<file path="src/rtl/cachepool_boot_pkg.sv">
// Shared types and constants for the CachePool cluster boot sequencer.
package cachepool_boot_pkg;

    typedef enum logic [2:0] {
        BOOT_IDLE,
        BOOT_DELAY,
        BOOT_WRITE,
        BOOT_RESP,
        BOOT_WAKE,
        BOOT_RUN,
        BOOT_DONE,
        BOOT_ERROR
    } boot_state_e;

    typedef logic [31:0] boot_cnt_t;

    // Cluster memory map; BOOT_CONTROL lives inside the cluster peripheral block.
    localparam logic [47:0] PeriStartAddr = 48'h0;
    localparam logic [47:0] SPATZ_CLUSTER_PERIPHERAL_CLUSTER_BOOT_CONTROL_OFFSET = 48'h0;
    localparam logic [47:0] BootCtrlAddrDefault =
        PeriStartAddr + SPATZ_CLUSTER_PERIPHERAL_CLUSTER_BOOT_CONTROL_OFFSET;

    function automatic int unsigned boot_cnt_width(input int unsigned a,
                                                   input int unsigned b,
                                                   input int unsigned c);
        int unsigned m;
        m = a;
        if (b > m) m = b;
        if (c > m) m = c;
        return (m == 0) ? 1 : $clog2(m + 1);
    endfunction

endpackage

</file>
<file path="src/rtl/cachepool_boot_cnt.sv">
// Loadable down-counter shared by the boot DELAY and WAKE phases.
module cachepool_boot_cnt #(
    parameter int unsigned Width = 8
) (
    input  logic             clk_i,
    input  logic             rst_i,
    input  logic             load_i,
    input  logic [Width-1:0] value_i,
    input  logic             en_i,
    output logic             zero_o
);

    logic [Width-1:0] cnt_q;
    logic [Width-1:0] cnt_d;

    always_comb begin
        cnt_d = cnt_q;
        if (load_i) begin
            cnt_d = value_i;
        end else if (en_i && (cnt_q != '0)) begin
            cnt_d = cnt_q - Width'(1);
        end
    end

    always_ff @(posedge clk_i) begin
        if (rst_i) begin
            cnt_q <= '0;
        end else begin
            cnt_q <= cnt_d;
        end
    end

    assign zero_o = (cnt_q == '0);

endmodule

</file>
<file path="src/rtl/cachepool_boot_seq.sv">
// Boot sequencer: writes the entry point to BOOT_CONTROL, wakes the cores
// through debug_req and supervises the run until end-of-computation.
module cachepool_boot_seq
    import cachepool_boot_pkg::*;
#(
    parameter int unsigned          AddrWidth    = 48,
    parameter int unsigned          DataWidth    = 32,
    parameter int unsigned          NumCores     = 4,
    parameter logic [AddrWidth-1:0] BootCtrlAddr = AddrWidth'(BootCtrlAddrDefault),
    parameter int unsigned          BootDelay    = 1000,
    parameter int unsigned          WakeCycles   = 1,
    parameter int unsigned          EocTimeout   = 0
) (
    input  logic                   clk_i,
    input  logic                   rst_i,
    input  logic                   start_i,
    input  logic [31:0]            entry_point_i,
    output logic [AddrWidth-1:0]   q_addr_o,
    output logic [DataWidth-1:0]   q_data_o,
    output logic                   q_write_o,
    output logic [DataWidth/8-1:0] q_strb_o,
    output logic                   q_valid_o,
    input  logic                   q_ready_i,
    input  logic                   p_valid_i,
    input  logic                   p_error_i,
    output logic                   p_ready_o,
    output logic [NumCores-1:0]    debug_req_o,
    input  logic                   eoc_i,
    output logic                   busy_o,
    output logic                   done_o,
    output logic                   error_o,
    output logic                   err_timeout_o,
    output logic [31:0]            cycles_o
);

    localparam int unsigned CntWidth = boot_cnt_width(BootDelay, WakeCycles, EocTimeout);

    // The phase counter holds remaining cycles minus one, so zero_o marks the final cycle.
    localparam logic [CntWidth-1:0] DelayLoad = (BootDelay == 0) ? '0 : CntWidth'(BootDelay - 1);
    localparam logic [CntWidth-1:0] WakeLoad  = CntWidth'(WakeCycles - 1);
    localparam boot_cnt_t TimeoutLast = (EocTimeout == 0) ? '0 : boot_cnt_t'(EocTimeout - 1);

    boot_state_e       state_q, state_d;
    logic [31:0]       entry_q, entry_d;
    logic              done_q, done_d;
    logic              error_q, error_d;
    logic              tmo_q, tmo_d;
    boot_cnt_t         cycles_q, cycles_d;
    logic              p_ready_q, p_ready_d;

    logic              cnt_load;
    logic              cnt_en;
    logic [CntWidth-1:0] cnt_value;
    logic              cnt_zero;

    cachepool_boot_cnt #(
        .Width (CntWidth)
    ) i_phase_cnt (
        .clk_i   (clk_i),
        .rst_i   (rst_i),
        .load_i  (cnt_load),
        .value_i (cnt_value),
        .en_i    (cnt_en),
        .zero_o  (cnt_zero)
    );

    always_ff @(posedge clk_i) begin
        if (rst_i) begin
            state_q   <= BOOT_IDLE;
            entry_q   <= '0;
            done_q    <= 1'b0;
            error_q   <= 1'b0;
            tmo_q     <= 1'b0;
            cycles_q  <= '0;
            p_ready_q <= 1'b0;
        end else begin
            state_q   <= state_d;
            entry_q   <= entry_d;
            done_q    <= done_d;
            error_q   <= error_d;
            tmo_q     <= tmo_d;
            cycles_q  <= cycles_d;
            p_ready_q <= p_ready_d;
        end
    end

    always_comb begin
        state_d   = state_q;
        entry_d   = entry_q;
        done_d    = done_q;
        error_d   = error_q;
        tmo_d     = tmo_q;
        cycles_d  = cycles_q;
        cnt_load  = 1'b0;
        cnt_en    = 1'b0;
        cnt_value = '0;
        unique case (state_q)
            BOOT_IDLE, BOOT_DONE, BOOT_ERROR: begin
                if (start_i) begin
                    entry_d  = entry_point_i;
                    done_d   = 1'b0;
                    error_d  = 1'b0;
                    tmo_d    = 1'b0;
                    cycles_d = '0;
                    if (BootDelay == 0) begin
                        state_d = BOOT_WRITE;
                    end else begin
                        state_d   = BOOT_DELAY;
                        cnt_load  = 1'b1;
                        cnt_value = DelayLoad;
                    end
                end
            end
            BOOT_DELAY: begin
                cnt_en = 1'b1;
                if (cnt_zero) state_d = BOOT_WRITE;
            end
            BOOT_WRITE: begin
                if (q_ready_i) state_d = BOOT_RESP;
            end
            BOOT_RESP: begin
                if (p_valid_i) begin
                    if (p_error_i) begin
                        state_d = BOOT_ERROR;
                        error_d = 1'b1;
                    end else begin
                        state_d   = BOOT_WAKE;
                        cnt_load  = 1'b1;
                        cnt_value = WakeLoad;
                    end
                end
            end
            BOOT_WAKE: begin
                cnt_en = 1'b1;
                if (cnt_zero) state_d = BOOT_RUN;
            end
            BOOT_RUN: begin
                if (cycles_q != '1) cycles_d = cycles_q + boot_cnt_t'(1);
                // eoc takes priority over a timeout landing in the same cycle.
                if (eoc_i) begin
                    state_d = BOOT_DONE;
                    done_d  = 1'b1;
                end else if ((EocTimeout != 0) && (cycles_q == TimeoutLast)) begin
                    state_d = BOOT_ERROR;
                    error_d = 1'b1;
                    tmo_d   = 1'b1;
                end
            end
            default: state_d = BOOT_IDLE;
        endcase
        p_ready_d = (state_d inside {BOOT_IDLE, BOOT_RESP, BOOT_DONE, BOOT_ERROR});
    end

    always_comb begin
        q_valid_o     = 1'b0;
        q_write_o     = 1'b0;
        q_addr_o      = '0;
        q_data_o      = '0;
        q_strb_o      = '0;
        debug_req_o   = '0;
        busy_o        = (state_q inside {BOOT_DELAY, BOOT_WRITE, BOOT_RESP, BOOT_WAKE, BOOT_RUN});
        p_ready_o     = p_ready_q;
        done_o        = done_q;
        error_o       = error_q;
        err_timeout_o = tmo_q;
        cycles_o      = cycles_q;
        if (state_q == BOOT_WRITE) begin
            q_valid_o = 1'b1;
            q_write_o = 1'b1;
            q_addr_o  = BootCtrlAddr;
            q_data_o  = DataWidth'(entry_q);
            q_strb_o  = '1;
        end
        if (state_q == BOOT_WAKE) debug_req_o = '1;
    end

endmodule

</file>
<file path="config.mk">
export PLATFORM = sky130hd
export DESIGN_NAME = cachepool_boot_seq
export DESIGN_NICKNAME = d
export VERILOG_FILES = /design/src/rtl/cachepool_boot_pkg.sv /design/src/rtl/cachepool_boot_cnt.sv /design/src/rtl/cachepool_boot_seq.sv
export SDC_FILE = /design/constraint.sdc
export NUM_CORES = 1
export LEC_CHECK = 0
export ABC_AREA = 0
export CORE_ASPECT_RATIO = 0.6
export CORE_MARGIN = 8
export CORE_UTILIZATION = 45
export DETAILED_ROUTE_END_ITERATION = 12
export HOLD_SLACK_MARGIN = 0.15
export PLACE_DENSITY_LB_ADDON = 0.05
export SKIP_CTS_REPAIR_TIMING = 1
export SYNTH_ARGS = -nofsm -noshare
export SYNTH_HDL_FRONTEND = slang
export SYNTH_SLANG_ARGS = --single-unit
</file>
<file path="constraint.sdc">
create_clock -name clk_i -period 2.5 [get_ports clk_i]
set_input_delay 0.625 -clock clk_i [delete_from_list [all_inputs] [get_ports clk_i]]
set_output_delay 0.625 -clock clk_i [all_outputs]
set_load 0.02 [all_outputs]
</file>
### Yosys cells after proc, flatten, opt, wreduce, memory -nomap -nowiden

Cells that the tools add are included.

| word-level totals | value |
|---|---|
| register bits | 80 |
| bits of input ports | 39 |
| output and inout port bits | 127 |

| cells by class | value |
|---|---|
| $add $sub $neg | 2 |
| equal/unequal tests | 16 |
| muxes and demuxes | 30 |
| reduce and logical (&&, ||, !) cells | 16 |

Operator list:

| operator | count |
|---|---|
| two-way mux 32 bit | 3 |
| case mux 32 bit (2 select lines) | 1 |
| two-way mux 10 bit | 4 |
| adder 32 x 1 -> 32 bit, second input constant | 1 |
| != test 32 bit, second input constant | 1 |
| == test 3 bit, second input constant | 6 |
| two-way mux 3 bit | 6 |
| case mux 3 bit (6 select lines) | 1 |
| logical NOT 10 bit | 1 |
| != test 2 bit, second input constant | 5 |
| nonzero test 10 bit | 1 |
| subtractor 10 x 1 -> 10 bit, second input constant | 1 |
| == test 3 x 2 -> 1 bit, second input constant | 3 |
| two-way mux 1 bit | 9 |
| two-way mux 4 bit | 2 |
| logical NOT 3 bit | 2 |
| case mux 1 bit (2 select lines) | 3 |
| AND reduction 3 bit | 2 |
| nonzero test 2 bit | 3 |
| nonzero test 5 bit | 1 |
| AND reduction 4 bit | 1 |
| nonzero test 4 bit | 1 |
| == test 3 x 1 -> 1 bit, second input constant | 1 |
| OR reduction 3 bit | 1 |
| 4 further kinds | 4 |

### Logic depth before layout (Yosys ltp)

Gate-level depths: netlist (run 1).

| logic depth | value |
|---|---|
| word-level depth | 6 |
| gate-level depth with buffers | 8 |
| depth with buffers taken out | 7 |

### Hierarchy

Synthesis (run 1) repeated with hierarchy kept, for this count alone.

| second synthesis, totals | value |
|---|---|
| cells, all modules | 604 |
| area total of the unflattened synthesis | 4,631.9 um2 |

By module, submodules not included:

| module | instances | cells an instance | area each (um2) | seq. area each (um2) |
|---|---|---|---|---|
| cachepool_boot_seq | 1 | 532 | 4,005.1 | 1,401.3 |
| cachepool_boot_cnt | 1 | 72 | 626.9 | 200.2 |

### Worst setup path after synthesis (run 1)

No wires, ideal clock.

| timing | value |
|---|---|
| path kind | reg2out |
| start point | register state_q[1] |
| end point | output q_data_o[22] |
| data arrival time | 1.843 ns |
| data required time | 1.875 ns |
| setup slack | 0.032 ns |
| cell stages (with the launch flop) | 6 |
| cells stage by stage | dfxtp_1 clkbuf_1 inv_1 nor3_1 clkbuf_1 and2_1 |

| on the way | value |
|---|---|
| longest elaborated chain between the ends | 2 |

RTL lines:

| what | line | RTL |
|---|---|---|
| from (decl) | cachepool_boot_seq.sv:43 | `boot_state_e state_q, state_d;` |
| from (signal assigned) | cachepool_boot_seq.sv:77 | `state_q <= state_d;` |
| == test 3 x 2 -> 1 bit | cachepool_boot_seq.sv:167 | `if (state_q == BOOT_WRITE) begin` |
| two-way mux 32 bit | cachepool_boot_seq.sv:167 |  |
| to (decl) | cachepool_boot_seq.sv:19 | `output logic [DataWidth-1:0] q_data_o,` |

No other way between the ends.

### Worst setup path after layout (run 1)

| timing | value |
|---|---|
| start point | register state_q[0] |
| end point | output debug_req_o[1] |

| on the way | value |
|---|---|
| longest elaborated chain between the ends | 2 |

RTL lines:

| what | line | RTL |
|---|---|---|
| == test 3 bit | cachepool_boot_seq.sv:174 | `if (state_q == BOOT_WAKE) debug_req_o = '1;` |
| two-way mux 4 bit | cachepool_boot_seq.sv:174 |  |
| to (decl) | cachepool_boot_seq.sv:27 | `output logic [NumCores-1:0] debug_req_o,` |

No other way between the ends.

==> results of run 1 <==
[worst max-delay path, stage by stage (launching register included)]
cell,delay [ns]
dfxtp_1,0.31
buf_4,0.17
nor2_1,0.13
and2_1,0.20
clkdlybuf4s50_1,0.63
[per-stage QoR]
stage	setup slack [ns]	util	setup TNS, ns	cells	hold WS, ns
global placement	0.1530	0.5861	0	820	0.4371
detailed placement	0.1225	0.5861	0	820	0.4426
floorplan	0.03180	-	0	624	0.4317
finish	0.09190	0.6326	0	836	0.4473
global route	0.01518	0.6326	0	836	0.4668
CTS	-0.1055	0.6226	-2.340	836	0.4510
[final cells by class]
type | count | area [um^2]
clock inverter | 5 | 102.6
timing repair buffer | 153 | 1544
fill | 848 | 3578
tap | 135 | 168.9
clock buffer | 11 | 252.7
sequential | 80 | 1602
inverter | 10 | 37.54
multi-input combinational | 442 | 2454
[state kept, by name, summed over array words and instances (netlist names)]
| name | cells |
|---|---|
| entry_q | 32 |
| error_o | 1 |
| done_o | 1 |
| state_q | 3 |
| i_phase_cnt.cnt_q | 10 |
| cycles_o | 32 |
| p_ready_o | 1 |
[power by group through the flow]
| stage | Sequential [mW] | Clock, mW | Combinational, mW |
|---|---|---|---|
| 6_report | 1.37 | 1.55 | 0.502 |
| 5_1_grt | 1.38 | 1.63 | 0.552 |
| 4_1_cts | 1.37 | 1.57 | 0.497 |
| 3_5_place_dp | 1.40 | 0 | 0.494 |
| 3_3_place_gp | 1.40 | 0 | 0.485 |
| 2_1_floorplan | 1.39 | 0 | 0.378 |
[cells in the final DEF, fill, tap and decap left out, drive strengths merged, types with 6 or more instances in the layout]
| cell | netlist | routed |
|---|---|---|
| inv | 10 | 10 |
| or3 | 17 | 17 |
| nor2 | 24 | 24 |
| dlymetal6s2s | 0 | 39 |
| dfxtp | 80 | 80 |
| or4 | 9 | 9 |
| nand2 | 98 | 98 |
| buf | 63 | 38 |
| and2 | 37 | 37 |
| mux2i | 14 | 14 |
| nand3 | 21 | 21 |
| o21ai | 11 | 11 |
| nor3 | 9 | 9 |
| o31ai | 8 | 8 |
| conb | 1 | 49 |
| clkdlybuf4s50 | 0 | 76 |
| o211ai | 6 | 6 |
| clkbuf | 29 | 11 |
| a21oi | 61 | 61 |
| nor4 | 11 | 11 |
| nand4 | 10 | 10 |
[cell families (layout without fill, tap and decap cells)]
family / after synthesis / after routing / synth area share
fa+ha+maj: 2 / 2 / 0.005611
flops: 80 / 80 / 0.3591
xor+xnor: 9 / 9 / 0.01768
buf+inv: 102 / 179 / 0.1347
compound gates: 106 / 106 / 0.1425
simple gates: 261 / 261 / 0.3056
mux: 15 / 15 / 0.03395
other cells: 1 / 49 / 0.0008409
[worst max-delay path by stage]
stage                          start              to  depth (start not counted)
after floorplan           state_q[1]    q_data_o[22]                          5
after global placement       start_i    cycles_o[15]                          6
after detailed placement     start_i    cycles_o[26]                          6
after CTS                 state_q[1]    q_data_o[10]                          5
after global routing      state_q[0]  debug_req_o[1]                          4
final                     state_q[0]  debug_req_o[1]                          4
[per-layer routing]
layer | share of wire | wire, um
met1 | 0.46 | 6124
met2 | 0.42 | 5672
met3 | 0.11 | 1508
met4 | 0.010 | 136
met5 | 0 | 0
==> impl_results.md, run 1 <==
- Status: finished, final reports clean
- Max Cap Viol: 0
- Largest net degree at the start of global routing: 39
- Top cells by area, synth: dfxtp_1 36%, buf_4 9.6%, nand2_1 8.2%
- Yosys cell types: 54
- Avg Inst Size Synth: 7.742 um^2
- Final period util: 0.9632
- Initial antenna violation count: 0
- Pwr dens: 555.0 nW/um^2
- Switching power: 863.9 uW
- Power Internal: 2.555 mW
- Fin crit period: 2.408 ns
- GR Util met1: 0.2664
- Sequential share of power: 0.401
- Number of inserted diodes: 0
- Synth cell count leaders: 98 x nand2_1, 80 x dfxtp_1, 60 x a21oi_1
- Final hold violation count: 0
- Clock Tree Buf Depth: 2
- Combinational power share: 0.147
- Die H: 93.11 um
- RSZ-0062 raised after global routing: no
- DRT Pass-1 Iters: 5
- Worst Hold Class: flip-flop to flip-flop
- Reg2Reg Depth: 6
- Asr flop ratio synth: 0
- GRT Resource Usage Total: 0.1946
- Reg2reg setup slack: 0.19 ns
- Number of synthesized flops with an enable pin: 0
- Worst setup path class: flip-flop to primary output
- Initial drt markers: 385
- Reg-to-reg startpoint: cycles_o[27]
- Wire per inst: 16.08 um
- Nets: 737
- Slew @ Worst Pin: 0.5961 ns
- LEAKAGE: 2.949 nW
- Core area: 9739 um^2
- First-pass GRT wire length: 21100 um
- Final setup vio count: 0
- Placed cell areas: 5708 um^2
- Area leader, netlist: dfxtp_1
- Congestion Overflow GR: 0
- Endpoint class of the critical path: primary output
- Primary FF master, synth: dfxtp_1
- Worst EP required: 1.88 ns
- CTS H-tree depth: 3
- GP Congestion: 0.8523
- Worst Skew: 0.004026 ns
- Std-Cell Rows: 28
- Peak VDD IR: 367.5 uV
- Clk Latency, worst-skew pair: 0.34 ns
- YS warnings: 0
- Most Crowded Layer GR: met2
- WL final: 13440 um
- Clock root buffer master: clkbuf_16
- Die Width: 144.5 um
- Detailed Place HPWL: 9877 um
- CTS Buf Count: 9
- Cell count after synthesis: 576
- Slew Viols, Final: 0
- Synth Cell Area: 4459 um^2
- Hold path start: entry_q[4]
- Slew margin rel.: 0.5923
- CTS tree: built
- Yosys reg bits: 80
- Clock power frac: 0.452
- GR Util met3: 0.05748
- Hold Path Cell Cnt: 2
- Layout cells sized above 1: 0.09558
- Final Instance Area: 6161 um^2
- Tot Pwr: 3.419 mW
- IO Count: 166
- Met2 usage: 0.2908
- Vias per cell: 5.234
- DR vias: 4376
- Post-synthesis sequential area ratio: 0.3591
- DRC Markers: 0
- Critical R2R Capture: cycles_o[21]
- Initial core utilization: 0.4579
- IO Port Bufs: 116
- Worst Hold Path EP: entry_q[4]
- Clock sinks: 80
- Vias in the first global route: 4095
- Area growth syn-to-layout: 38.16%
- Max Clock Freq: 415.3 MHz
- Yosys top cell area share: 0.3591
- Crit Path Max Fanout: 11
- Clk pin slew, worst setup/hold paths: 0.06 ns
- Count leader, synth: nand2_1
- Sw Share: 0.2527
- Post-DRT Antenna Nets: 0
- Crit path launch type: flip-flop
- CP arrival: 1.78 ns
- Die area: 13460 um^2
Note: power is estimated with default switching activity, not from simulation.
==> run 2, diff against run 1 <==
- CTS_CLUSTER_SIZE: not set -> 20
- PLACE_DENSITY_LB_ADDON: 0.05 -> 0.12
==> impl_results.md, run 2 (synthesis results as in run 1) <==
- Status: finished, final reports clean
- Post-DRT Antenna Nets: 0 (unchanged)
- Number of inserted diodes: 0 (unchanged)
- DRC Markers: 0 (unchanged)
- Slew Viols, Final: 0 (unchanged)
- Dpl ws: 0.09445 ns (-0.02805 ns)
- DRT Pass-1 Iters: 5 (unchanged)
- Power Internal: 2.485 mW (-2.8%)
- CTS H-tree depth: 3 (unchanged)
- Max Cap Viol: 0 (unchanged)
- Fin crit period: 2.414 ns (+0.005566 ns)
- Clk pin slew, worst setup/hold paths: 0.06 ns (about the same)
- Std-Cell Rows: 28 (unchanged)
- Largest net degree at the start of global routing: 39 (unchanged)
- Pwr dens: 541.9 nW/um^2 (-2.4%)
- Crit Path Max Fanout: 38 (+27)
- Sequential share of power: 0.413 (+0.012)
- Final setup TNS: 0 ns (unchanged)
- Worst path slowest cell: clkdlybuf4s50_1
- Clk Latency, worst-skew pair: 0.34 ns (about the same)
- CTS Buf Count: 9 (unchanged)
- RSZ-0062 raised after global routing: no
- Nets: 735 (-0.27%)
- Vias per cell: 5.164 (-1.3%)
- Final core utilization: 0.6308 (-0.001799)
- Clock Tree Buf Depth: 2 (unchanged)
- Peak VDD IR: 343.8 uV (-6.4%)
- Initial drt markers: 283 (-26%)
- Clock root buffer master: clkbuf_16
- DR vias: 4307 (-1.6%)
- Hold Worst Slack: 0.4481 ns (+0.0007770 ns)
- IO Port Bufs: 116 (unchanged)
- Clock sinks: 80 (unchanged)
- First-pass GRT wire length: 20380 um (-3.4%)
- Slowest stage delay, CP: 0.62 ns (about the same)
- Placed cell count: 818 (-0.24%)
- GP Congestion: 0.8550 (+0.32%)
- Final setup vio count: 0 (unchanged)
- Initial antenna violation count: 0 (unchanged)
- Crit path cell chain: nor3_4 -> buf_12 -> clkdlybuf4s50_1
- Detail Route met2 WL: 5602 um (-1.2%)
- Top delay family on crit path: buffers and inverters
- Fin cells: 834 (-0.24%)
- Top Metal Used: met4
- Most frequent cells in the layout: 98 x nand2_1, 80 x dfxtp_1, 73 x clkdlybuf4s50_1
- CTS tree: built
- Crit path launch type: flip-flop
- Vias in the first global route: 4055 (-0.98%)
- Congestion Overflow GR: 0 (unchanged)
- Endpoint class of the critical path: primary output
- Bufs and invs on worst path: 2 (unchanged)
- Clock power frac: 0.440 (-0.012)
- Worst setup path class: flip-flop to primary output
- CP arrival: 1.79 ns (about the same)
- Slew @ Worst Pin: 0.9536 ns (+0.3575 ns)
- IO Count: 166 (unchanged)
- Final worst slack: 0.08634 ns (-0.005566 ns)
- Final period util: 0.9655 (+0.002227)
- Die Width: 144.5 um (unchanged)
- Core area: 9739 um^2 (unchanged)
- LEAKAGE: 2.991 nW (+1.4%)
- Sw Share: 0.2537 (+0.001007)
- Wire per inst: 15.57 um (-3.2%)
- Commonest non-fill, non-tap cell in the layout: nand2_1
- Area growth syn-to-layout: 37.77%
- Max Clock Freq: 414.3 MHz (-0.23%)
- Initial core utilization: 0.4579 (unchanged)
- Die area: 13460 um^2 (unchanged)
- Die H: 93.11 um (unchanged)
- Worst EP required: 1.88 ns (about the same)
- Slew margin rel.: 0.3576 (-0.2348)
- Met3 wire length: 1171 um (-22%)
- Worst Skew: 0.005928 ns (+0.001902 ns)
- Combinational power share: 0.148 (about the same)
- Final hold violation count: 0 (unchanged)
- Detailed Place HPWL: 9756 um (-1.2%)
- WL final: 12990 um (-3.4%)
- Routed met1 length: 6101 um (-0.38%)
- Worst Hold Class: flip-flop to flip-flop
- Layout cells sized above 1: 0.09156 (-0.004018)
- GRT Resource Usage Total: 0.1872 (-0.007373)
- Switching power: 844.5 uW (-2.2%)
run 2: changes by cell type in the layout (fill, tap and decap cells not counted), sizes merged:
cell,before,now
clkbuf,11,14
clkdlybuf4s50,76,73
dlymetal6s2s,39,42
buf,38,36
bufinv,3,2
clkinv,1,0
clkinvlp,1,0
run 2: area by class of cell:
| class | instances | area (um^2) |
|---|---|---|
| Clock buffer | 14 | 274.0 |
| Clock inverter | 2 | 60.06 |
| Fill cell | 873 | 3596 |
| Inverter | 10 | 37.54 |
| Multi-Input combinational cell | 442 | 2465 |
| Sequential cell | 80 | 1602 |
| Tap cell | 135 | 168.9 |
| Timing Repair Buffer | 151 | 1536 |
run 2: final timing paths:
kind / start / end / slack [ns] / depth (start not counted)
worst max register to register: cycles_o[1] / cycles_o[26] / 0.16 / 6
worst min register to register: entry_q[6] / entry_q[6] / 0.45 / 2
worst max-delay path: state_q[0] / q_strb_o[0] / 0.09 / 3
worst min-delay path: entry_q[6] / entry_q[6] / 0.45 / 2
run 2: tightest hold or removal path: stages (launching register included):
cell,delay (ns)
dfxtp_1,0.30
nand2_1,0.05
a21oi_1,0.05
run 2: metrics by stage:
stage	area, um^2	total power, mW
final	6143	3.329
after global routing	6143	3.487
after CTS	6027	3.351
after detailed placement	5693	1.884
after global placement	5693	1.876
after floorplan	4639	1.769
run 2: power groups by stage:
stage | clock network (mW) | logic, mW | registers (mW)
after floorplan | 0 | 0.378 | 1.39
after global placement | 0 | 0.479 | 1.40
after detailed placement | 0 | 0.484 | 1.40
after CTS | 1.49 | 0.486 | 1.37
after global routing | 1.56 | 0.546 | 1.38
final | 1.46 | 0.492 | 1.37
run 2: per-layer routing:
layer | GRT usage | vias up
met5 | 0 | -
met2 | 0.2994 | 156
met4 | 0.04134 | 0
met1 | 0.2486 | 2009
met3 | 0.04934 | 9
li1 | - | 2133
